### config.mk
export PLATFORM = sky130hd
export DESIGN_NAME = arm_exec_unit
export DESIGN_NICKNAME = d
export VERILOG_FILES = /design/src/rtl/arm_exec_pkg.sv /design/src/rtl/arm_exec_if.sv /design/src/rtl/arm_alu.sv /design/src/rtl/arm_exec_unit.sv
export SDC_FILE = /design/constraint.sdc
export NUM_CORES = 1
export LEC_CHECK = 0
export ABC_CLOCK_PERIOD_IN_PS = 5300
export BUFFER_PORTS_ARGS = -buffer_cell sky130_fd_sc_hd__buf_2
export CAP_MARGIN = 20
export CORE_MARGIN = 3
export CORE_UTILIZATION = 51
export CTS_BUF_LIST = sky130_fd_sc_hd__clkbuf_16
export DETAILED_ROUTE_END_ITERATION = 10
export GPL_TIMING_DRIVEN = 1
export HOLD_SLACK_MARGIN = 0.12
export PLACE_DENSITY = 0.89
export RECOVER_POWER = 50
export SETUP_SLACK_MARGIN = 0.4
export SLEW_MARGIN = 10
export SYNTH_ARGS = -nofsm -noshare
export SYNTH_HDL_FRONTEND = slang
export SYNTH_SLANG_ARGS = --single-unit
### constraint.sdc
create_clock -name CLK -period 5.3 [get_ports CLK]
set_input_delay 0.53 -clock CLK [delete_from_list [all_inputs] [get_ports CLK]]
set_output_delay 0.53 -clock CLK [all_outputs]
set_load 0.005 [all_outputs]
### src/rtl/arm_exec_pkg.sv
// Shared constants and types for the ARM execute slice.
// Decoder, ALU and flag logic all import this package.
package arm_exec_pkg;

    localparam logic [2:0] ALU_ADD = 3'b000;
    localparam logic [2:0] ALU_SUB = 3'b001;
    localparam logic [2:0] ALU_AND = 3'b010;
    localparam logic [2:0] ALU_ORR = 3'b011;
    localparam logic [2:0] ALU_ADC = 3'b100;
    localparam logic [2:0] ALU_SBC = 3'b101;
    localparam logic [2:0] ALU_EOR = 3'b110;
    localparam logic [2:0] ALU_RSB = 3'b111;

    localparam logic [1:0] OP_DP  = 2'b00;
    localparam logic [1:0] OP_MEM = 2'b01;
    localparam logic [1:0] OP_BR  = 2'b10;

    localparam logic [3:0] CMD_AND = 4'b0000;
    localparam logic [3:0] CMD_EOR = 4'b0001;
    localparam logic [3:0] CMD_SUB = 4'b0010;
    localparam logic [3:0] CMD_RSB = 4'b0011;
    localparam logic [3:0] CMD_ADD = 4'b0100;
    localparam logic [3:0] CMD_ADC = 4'b0101;
    localparam logic [3:0] CMD_SBC = 4'b0110;
    localparam logic [3:0] CMD_CMP = 4'b1010;
    localparam logic [3:0] CMD_CMN = 4'b1011;
    localparam logic [3:0] CMD_ORR = 4'b1100;

    localparam logic [3:0] COND_EQ = 4'b0000;
    localparam logic [3:0] COND_NE = 4'b0001;
    localparam logic [3:0] COND_CS = 4'b0010;
    localparam logic [3:0] COND_CC = 4'b0011;
    localparam logic [3:0] COND_MI = 4'b0100;
    localparam logic [3:0] COND_PL = 4'b0101;
    localparam logic [3:0] COND_VS = 4'b0110;
    localparam logic [3:0] COND_VC = 4'b0111;
    localparam logic [3:0] COND_HI = 4'b1000;
    localparam logic [3:0] COND_LS = 4'b1001;
    localparam logic [3:0] COND_GE = 4'b1010;
    localparam logic [3:0] COND_LT = 4'b1011;
    localparam logic [3:0] COND_GT = 4'b1100;
    localparam logic [3:0] COND_LE = 4'b1101;
    localparam logic [3:0] COND_AL = 4'b1110;

    typedef struct packed {
        logic n;
        logic z;
        logic c;
        logic v;
    } flags_t;

endpackage

### src/rtl/arm_exec_if.sv
// arm_alu_if: operand/result bus between decoder and ALU.
// arm_exec_if: instruction/control bundle of the execute unit.
interface arm_alu_if;
    import arm_exec_pkg::*;
    logic [31:0] a;
    logic [31:0] b;
    logic [2:0]  ctrl;
    logic        cin;
    logic [31:0] result;
    flags_t      flags;

    modport master (output a, b, ctrl, cin, input result, flags);
    modport slave  (input a, b, ctrl, cin, output result, flags);
endinterface


### src/rtl/arm_alu.sv
// 32-bit ALU; all arithmetic ops share one adder as x + y + cin.
// RSB swaps operands so that V and C come out of the same adder.
module arm_alu
    import arm_exec_pkg::*;
(
    arm_alu_if.slave bus
);

    logic [31:0] x;
    logic [31:0] y;
    logic        cin;
    logic        arith;
    logic [31:0] lres;
    logic [32:0] sum;

    always_comb begin
        x     = bus.a;
        y     = bus.b;
        cin   = 1'b0;
        arith = 1'b1;
        lres  = '0;
        case (bus.ctrl)
            ALU_SUB: begin y = ~bus.b; cin = 1'b1; end
            ALU_ADC: cin = bus.cin;
            ALU_SBC: begin y = ~bus.b; cin = bus.cin; end
            ALU_RSB: begin x = bus.b; y = ~bus.a; cin = 1'b1; end
            ALU_AND: begin arith = 1'b0; lres = bus.a & bus.b; end
            ALU_ORR: begin arith = 1'b0; lres = bus.a | bus.b; end
            ALU_EOR: begin arith = 1'b0; lres = bus.a ^ bus.b; end
            default: ;
        endcase
    end

    assign sum        = {1'b0, x} + {1'b0, y} + {32'd0, cin};
    assign bus.result = arith ? sum[31:0] : lres;

    always_comb begin
        bus.flags.n = bus.result[31];
        bus.flags.z = (bus.result == 32'd0);
        bus.flags.c = arith & sum[32];
        bus.flags.v = arith & (x[31] == y[31]) & (sum[31] ^ x[31]);
    end

endmodule

### src/rtl/arm_exec_unit.sv
// ARM single-cycle decode/condition/ALU slice with registered NZCV.
// Define ARM_EXEC_CARRY_OPS_EN to enable ADC, SBC and RSB.
module arm_exec_unit
    import arm_exec_pkg::*;
(
    input  logic        CLK,
    input  logic        RESET,
    input  logic [3:0]  Cond,
    input  logic [1:0]  Op,
    input  logic [5:0]  Funct,
    input  logic [3:0]  Rd,
    input  logic [31:0] SrcA,
    input  logic [31:0] SrcB,
    output logic        PCSrc,
    output logic        RegWrite,
    output logic        MemWrite,
    output logic        MemtoReg,
    output logic        ALUSrc,
    output logic [1:0]  ImmSrc,
    output logic [1:0]  RegSrc,
    output logic [2:0]  ALUControl,
    output logic [31:0] ALUResult,
    output logic [3:0]  ALUFlags,
    output logic [3:0]  Flags
);

    flags_t     flags_q;
    logic       reg_w;
    logic       mem_w;
    logic       branch;
    logic       dp_ok;
    logic       arith;
    logic [1:0] flag_w;
    logic       cond_ex;
    logic [3:0] cmd;

    assign cmd = Funct[4:1];

    always_comb begin
        reg_w      = 1'b0;
        mem_w      = 1'b0;
        branch     = 1'b0;
        dp_ok      = 1'b0;
        arith      = 1'b1;
        flag_w     = 2'b00;
        MemtoReg   = 1'b0;
        ALUSrc     = 1'b0;
        ImmSrc     = 2'b00;
        RegSrc     = 2'b00;
        ALUControl = ALU_ADD;
        unique case (1'b1)
            (Op == OP_DP): begin
                dp_ok = 1'b1;
                case (cmd)
                    CMD_ADD: begin ALUControl = ALU_ADD; reg_w = 1'b1; end
                    CMD_SUB: begin ALUControl = ALU_SUB; reg_w = 1'b1; end
                    CMD_AND: begin ALUControl = ALU_AND; reg_w = 1'b1; arith = 1'b0; end
                    CMD_ORR: begin ALUControl = ALU_ORR; reg_w = 1'b1; arith = 1'b0; end
                    CMD_EOR: begin ALUControl = ALU_EOR; reg_w = 1'b1; arith = 1'b0; end
                    CMD_CMP: ALUControl = ALU_SUB;
                    CMD_CMN: ALUControl = ALU_ADD;
`ifdef ARM_EXEC_CARRY_OPS_EN
                    CMD_ADC: begin ALUControl = ALU_ADC; reg_w = 1'b1; end
                    CMD_SBC: begin ALUControl = ALU_SBC; reg_w = 1'b1; end
                    CMD_RSB: begin ALUControl = ALU_RSB; reg_w = 1'b1; end
`endif
                    default: dp_ok = 1'b0;
                endcase
                // Undefined cmd codes leave every output at its idle value
                if (dp_ok) begin
                    ALUSrc    = Funct[5];
                    flag_w[1] = Funct[0];
                    flag_w[0] = Funct[0] & arith;
                end else begin
                    ALUControl = ALU_ADD;
                end
            end
            (Op == OP_MEM): begin
                ALUSrc     = 1'b1;
                ImmSrc     = 2'b01;
                ALUControl = Funct[3] ? ALU_ADD : ALU_SUB;
                if (Funct[0]) begin
                    reg_w    = 1'b1;
                    MemtoReg = 1'b1;
                end else begin
                    mem_w  = 1'b1;
                    RegSrc = 2'b10;
                end
            end
            (Op == OP_BR): begin
                ALUSrc = 1'b1;
                ImmSrc = 2'b10;
                RegSrc = 2'b01;
                branch = 1'b1;
            end
            default: ;
        endcase
    end

    always_comb begin
        case (Cond)
            COND_EQ: cond_ex = flags_q.z;
            COND_NE: cond_ex = ~flags_q.z;
            COND_CS: cond_ex = flags_q.c;
            COND_CC: cond_ex = ~flags_q.c;
            COND_MI: cond_ex = flags_q.n;
            COND_PL: cond_ex = ~flags_q.n;
            COND_VS: cond_ex = flags_q.v;
            COND_VC: cond_ex = ~flags_q.v;
            COND_HI: cond_ex = flags_q.c & ~flags_q.z;
            COND_LS: cond_ex = ~flags_q.c | flags_q.z;
            COND_GE: cond_ex = (flags_q.n == flags_q.v);
            COND_LT: cond_ex = (flags_q.n != flags_q.v);
            COND_GT: cond_ex = ~flags_q.z & (flags_q.n == flags_q.v);
            COND_LE: cond_ex = flags_q.z | (flags_q.n != flags_q.v);
            COND_AL: cond_ex = 1'b1;
            default: cond_ex = 1'b0;
        endcase
    end

    assign PCSrc    = (branch | (reg_w & (Rd == 4'd15))) & cond_ex;
    assign RegWrite = reg_w & cond_ex;
    assign MemWrite = mem_w & cond_ex;

    arm_alu_if alu_bus ();

    assign alu_bus.a    = SrcA;
    assign alu_bus.b    = SrcB;
    assign alu_bus.ctrl = ALUControl;
    assign alu_bus.cin  = flags_q.c;

    arm_alu u_alu (.bus(alu_bus.slave));

    assign ALUResult = alu_bus.result;
    assign ALUFlags  = alu_bus.flags;
    assign Flags     = flags_q;

    always_ff @(posedge CLK) begin
        if (RESET) begin
            flags_q <= '0;
        end else if (cond_ex) begin
            if (flag_w[1]) begin
                flags_q.n <= alu_bus.flags.n;
                flags_q.z <= alu_bus.flags.z;
            end
            if (flag_w[0]) begin
                flags_q.c <= alu_bus.flags.c;
                flags_q.v <= alu_bus.flags.v;
            end
        end
    end

endmodule

== After elaboration in Yosys (flattened, before gate mapping) ==
Index checks and enable logic that the tools add are counted.
Widths: inputs -> output; s select.

* Reductions and logical operators: 15
* Muxes and demuxes: 29
* Eq/ne operators: 33
* Bitwise logic cells: 23
* $add $sub $neg: 2

{| class="wikitable"
|+ Operator list
! operator !! count
|-
| $pmux 32 s3 || 1
|-
| $mux 32 || 2
|-
| $not 32->32 || 2
|-
| $pmux 32 s2 || 1
|-
| $eq 4x4->1 const B || 11
|-
| $add 32x32->33 || 1
|-
| $add 33x1->33 || 1
|-
| $and 32x32->32 || 1
|-
| $logic_not 32->1 || 1
|-
| $or 32x32->32 || 1
|-
| $xor 32x32->32 || 1
|-
| $eq 4x3->1 const B || 5
|-
| $pmux 1 s15 || 1
|-
| $mux 1 || 13
|-
| $eq 3x3->1 const B || 4
|-
| $eq 4x2->1 const B || 3
|-
| $pmux 3 s4 || 1
|-
| $and 1x1->1 || 10
|-
| $reduce_or 2->1 || 5
|-
| $eq 4x1->1 const B || 2
|-
| $logic_not 4->1 || 2
|-
| $pmux 2 s2 || 2
|-
| $reduce_or 7->1 || 1
|-
| $eq 3x2->1 const B || 2
|-
| other kinds (16) || 28
|}

* Register bits after elaboration: 4
* Output and inout bits: 52
* Bits of input ports: 82
* Word-level logic and storage cells: 106

== Depth between registers and ports, before layout ==
* Word-level depth: 13
* Mapped depth: 22
* Mapped depth without buffers: 21

== Hierarchy ==
Synthesis repeated with hierarchy kept, for this count alone.

* Cell total of the unflattened synthesis: 855
* Area total of the unflattened synthesis: 5928.2 um^2

{| class="wikitable"
|+ By module, submodules not included
! module !! sequential area each (um^2) !! cells an instance !! instances !! area each (um^2)
|-
| arm_alu || 0.0 || 771 || 1 || 5232.5
|-
| arm_exec_unit || 80.1 || 84 || 1 || 695.7
|}

== Worst setup path before layout ==
Ideal clock, no wire load.

* Kind: input-to-output
* From: input port Funct[1]
* To: output port ALUFlags[2]
* Cell stages on the path: 22
* Data required time: 4770 ps
* Path buffers: 3
* Data arrival time: 4738 ps
* Path slack: 32 ps
* Cells stage by stage: buf_4 > buf_2 > inv_1 > a32o_1 > o21ai_1 > clkbuf_1 > o22ai_1 > a21oi_1 > fa_1 > inv_1 > fa_1 > a211oi_1 > o211ai_1 > nand3_1 > a31oi_1 > o21bai_2 > a21oi_1 > or3_1 > a31oi_2 > inv_2 > or3_1 > nor3_2

* Word-level cells in the longest chain between the ends: 13
* Elaborated cells on any way between the ends: 33
* Those cells by class: 2 x add/sub; 13 x eq/ne; 10 x mux; 8 x reduce/logical

{| class="wikitable"
|+ RTL lines
! element !! line !! source
|-
| from (decl) || arm_exec_unit.sv:10 || <nowiki>input logic [5:0] Funct,</nowiki>
|-
| $eq 4x1->1 (tied with other cells) || arm_exec_unit.sv:54 || <nowiki>case (cmd)</nowiki>
|-
| $reduce_or 7->1 (no source line) || - ||
|-
| $mux 1 || arm_exec_unit.sv:54 ||
|-
| $mux 1 || arm_exec_unit.sv:51 || <nowiki>unique case (1'b1)</nowiki>
|-
| $mux 3 (*) || arm_exec_unit.sv:70 || <nowiki>if (dp_ok) begin</nowiki>
|-
| $pmux 3 s2 (*) || arm_exec_unit.sv:51 ||
|-
| net ALUControl[0] || arm_exec_unit.sv:21 || <nowiki>output logic [2:0] ALUControl,</nowiki>
|-
| $eq 3x1->1 or $eq 3x3->1 (tied branches) || arm_alu.sv:22 || <nowiki>case (bus.ctrl)</nowiki>
|-
| $reduce_or 2->1 (no source line) || - ||
|-
| $pmux 32 s2 || arm_alu.sv:22 ||
|-
| $add 32x32->33 || arm_alu.sv:34 || <nowiki>assign sum = {1'b0, x} + {1'b0, y} + {32'd0, cin};</nowiki>
|-
| $add 33x1->33 || arm_alu.sv:34 ||
|-
| $mux 32 (*) || arm_alu.sv:35 || <nowiki>assign bus.result = arith ? sum[31:0] : lres;</nowiki>
|-
| net ALUResult[28] || arm_exec_unit.sv:22 || <nowiki>output logic [31:0] ALUResult,</nowiki>
|-
| $logic_not 32->1 (*) || arm_alu.sv:39 || <nowiki>bus.flags.z = (bus.result == 32'd0);</nowiki>
|-
| to (decl) || arm_exec_unit.sv:23 || <nowiki>output logic [3:0] ALUFlags,</nowiki>
|}

Mark *: on every way through the listed nets, which the timed path passes. The rest lies on a longest branch. The select of a mux whose other input is x is not followed.

== Worst setup path after layout ==
* From: input port Op[0]
* To: output port ALUFlags[2]

* Word-level cells in the longest chain between the ends: 9
* Elaborated cells on any way between the ends: 22
* Those cells by class: 2 x add/sub; 8 x eq/ne; 6 x mux; 6 x reduce/logical

{| class="wikitable"
|+ RTL lines
! element !! line !! source
|-
| from (decl) || arm_exec_unit.sv:9 || <nowiki>input logic [1:0] Op,</nowiki>
|-
| $eq 2x1->1 or $logic_not 2->1 (tied branches) || arm_exec_unit.sv:78, arm_exec_unit.sv:52 ||
|-
| $pmux 3 s2 (*) || arm_exec_unit.sv:51 ||
|-
| $eq 3x1->1 or $eq 3x3->1 (tied branches) || arm_alu.sv:22 ||
|-
| $reduce_or 2->1 (no source line) || - ||
|-
| $pmux 32 s2 || arm_alu.sv:22 ||
|-
| $add 32x32->33 || arm_alu.sv:34 ||
|-
| $add 33x1->33 || arm_alu.sv:34 ||
|-
| $mux 32 (*) || arm_alu.sv:35 ||
|-
| $logic_not 32->1 (*) || arm_alu.sv:39 ||
|}

Every way passes the cells marked *; elsewhere a longest branch is shown, timed or not.

==> reports/metrics.csv <==
stage,metric,value,unit
outcome,status,"complete, no violations",
synthesis,async_flop_share,0,
power,total_power,0.00114,W
worst_setup_path,cp_max_fo,15,
timing,timing.slew.headroom,0.316,
power,switching_share,0.511,
floorplanning,die_width,111,um
worst_setup_path,end_kind,primary output,
synthesis,synth.area.mux_share,0.0554,
synthesis,synthDistinctLibCells,80,
synthesis,synthesis.area,5600,sq um
timing,fmax,197,MHz
timing,finalHoldViolations,0,
floorplanning,die_height,111,um
route,routedWlPerCell,16.4,um
clock_network,cts_buffers,3,
synthesis,synth_xor_area_frac,0.0657,
timing,period_share,0.959,
grt,grt_pass1_wl,28.9,mm
worst_setup_path,worstReg2RegEnd,alu_bus.cin,
floorplanning,dieArea,12300,sq um
floorplanning,num_rows,37,
hold_path,min_to,Flags[3],
worst_setup_path,critical_path_buf_inv_count,5,
timing,finalWorstPathRequiredPeriod,5.08,ns
synthesis,netlist.top_cell.by_area,ha_1,
synthesis,seq_area_frac_synth,0.0143,
timing,setup_viol,0,
placed_design,io_buffers,133,
route,route.detailed.drc,0,
cells_and_area,final_common_cell,buf_2,
clock_network,h-tree-depth,1,
cells_and_area,mostFrequentLayoutCells,"buf_2 (123), ha_1 (91), inv_1 (85)",
worst_setup_path,crit_required,4.77,ns
grt,first_global_vias,6318,
hold_path,min_from,RESET,
synthesis,synthCells,841,
cells_and_area,postLayoutCellArea,6900,sq um
power,p_clk_frac,0.104,
cells_and_area,nNetsFinal,1166,
synthesis,synth.net_count,1024,
cells_and_area,fill_cells,961,
grt,grt.overflow.total,0,
cells_and_area,n_antenna_cell,0,
clock_network,clock-sinks,4,
worst_setup_path,crit_chain,buf_2 > inv_2 > ha_4 > buf_6 > a32o_2 > o21ai_4 > buf_12 > o22ai_1 > a21o_1 > ha_2 > and4_1 > nand2_1 > a211o_1 > a211oi_4 > mux2i_2 > nand3_1 > nor4_1 > and4_1 > nand4_1 > nor3_2 > buf_2,
timing,drv_slew,0,
power,power_leakage,3.48,nW
cells_and_area,drive_gt1_frac,0.247,
placed_design,place_inst,1103,
timing,skew,0.00162,ns
worst_setup_path,path_delay_family,compound AO/OA/AOI/OAI gates,
grt,grt_max_degree,58,
worst_setup_path,critPathLaunchType,primary input,
placed_design,gp_congestion,1.00,
clock_network,clk_pin_slew,0.03,ns
clock_network,cts_tree,done,
job,cap_violations,0,
power,ir_drop,0.127,mV
route,viasPerCell,6.14,
clock_network,clock-root-buffer,clkbuf_16,
worst_setup_path,path_depth,21,
synthesis,synth_warnings,0,
cells_and_area,final_cells,1117,
route,first_iter_violations,665,
timing,grt_setup_unrepaired,true,
worst_setup_path,worstPathArrival,4.55,ns
synthesis,netlist_top_cells_area,"ha_1 (22%), a21oi_1 (7.1%), inv_1 (5.8%)",
synthesis,synth_ff_type,dfxtp_1,
worst_setup_path,rr_startpoint,Flags[0],
synthesis,syn_area_per_cell,6.66,sq um
clock_network,clk_latency,0.23,ns
worst_setup_path,rr_worst_depth,8,
cells_and_area,syn_to_final_growth,23.1,%
floorplanning,coreArea,10500,sq um
hold_path,holdPathStages,2,
clock_network,clk_path_buf_depth,2,
power,seqPwrFrac,0.027,
worst_setup_path,max_stage_delay,0.40,ns
synthesis,synth_compound_area_frac,0.324,
placed_design,hpwl,14.0,mm
power,comb_power_share,0.868,
placed_design,dpl_cell_area,6530,sq um
timing,worst_pin_slew,1.02,ns
floorplanning,start_util,0.533,
hold_path,hp-class,in2reg,
route,postRouteAntennaNets,0,
route,vias,6863,
synthesis,synthAdderAreaFrac,0.228,
worst_setup_path,crit_type,in2out,
worst_setup_path,cp_slowest_cell,ha_2,
power,internal-power,0.000558,W
synthesis,yosys.area.top_type_share,0.221,
timing,setup_tns,0,ns
synthesis,synth_top_family_by_area,compound AO/OA/AOI/OAI gates,
worst_setup_path,reg2reg_slack,3.07,ns
clock_network,hold_buffers,0,
floorplanning,num_io_pins,134,
grt,antenna_found_initial,0,
power,switchingPower,0.000583,W
synthesis,synth_edf_count,0,
route,drtPass1Iterations,6,
synthesis,synth-simple-area-share,0.216,
grt,grt_use_total,0.272,
synthesis,ys_seq_elements,4,
route,totalWireLength,18.3,mm
power,power.density_cell_area,165,nW/um^2
registers in the layout, summed over array words and instances (netlist names):
name and flops:
Flags 3, alu_bus.cin 1
synth_stat cells, drive strengths merged (7+ instances only):
| cell | number |
|---|---|
| ha | 99 |
| inv | 89 |
| a21oi | 82 |
| nand2 | 78 |
| nor2 | 75 |
| o21ai | 71 |
| xnor2 | 35 |
| mux2i | 31 |
| o22ai | 23 |
| clkbuf | 22 |
| nor3 | 21 |
| buf | 20 |
| nand4 | 14 |
| a21o | 13 |
| a31oi | 11 |
| o211ai | 10 |
| o21a | 10 |
| o22a | 10 |
| a211oi | 8 |
| or3 | 8 |
| and3 | 7 |
| nand2b | 7 |
| nand3 | 7 |
| xor2 | 7 |
cells by family after synthesis:
family          after synthesis
xor+xnor                     42
simple gates                250
fa+ha+maj                   101
buf+inv                     131
mux                          31
flops                         4
compound gates              282
stage by stage:
step / hold slack, ns / util / setup slack [ns]
global route: 0.548 / 0.656 / 0.0335
global placement: 0.530 / 0.621 / 0.110
detailed placement: 0.542 / 0.621 / 0.0225
finish: 0.551 / 0.656 / 0.217
CTS: 0.544 / 0.644 / 0.232
floorplan: 0.509 / - / 0.410
power groups by stage:
stage | combinational [W] | sequential [W] | clock, W
after floorplan | 0.000583 | 0.0000314 | 0
after global placement | 0.000901 | 0.0000315 | 0
after detailed placement | 0.000912 | 0.0000315 | 0
after CTS | 0.000943 | 0.0000311 | 0.000118
after global routing | 0.00108 | 0.0000311 | 0.000122
final | 0.000991 | 0.0000311 | 0.000119
how the worst max path moves through the flow:
stage	slack, ns	to	startpoint
finish	0.22	ALUFlags[2]	Op[0]
CTS	0.23	ALUFlags[2]	Op[0]
floorplan	0.41	ALUFlags[2]	Op[0]
global route	0.03	ALUFlags[2]	Op[0]
global placement	0.11	ALUFlags[2]	Op[0]
detailed placement	0.02	ALUFlags[2]	Op[0]
repair_timing:
action / CTS / global route
buffers inserted: 7 / 4
hold endpoints to repair: 0 / 0
gates resized for setup: 28 / 29
pin swaps: 13 / 13
setup endpoints to repair: 3 / 10
area by class of cell:
| type | instances | area [sq um] | share of cell area |
|---|---|---|---|
| multi-input combinational | 706 | 5180 | 0.751 |
| timing repair buffer | 179 | 1060 | 0.153 |
| clock buffer | 3 | 75.1 | 0.0109 |
| tap | 136 | 170 | 0.0247 |
| sequential | 4 | 80.1 | 0.0116 |
| inverter | 89 | 334 | 0.0484 |
metal layers:
layer,part of all wire,vias to the layer above,GRT usage
li1,-,3300,-
met1,0.43,3159,0.355
met2,0.46,346,0.460
met3,0.088,58,0.0371
met4,0.027,0,0.0854
met5,0,-,0
Power figures use the tool's default switching activity.
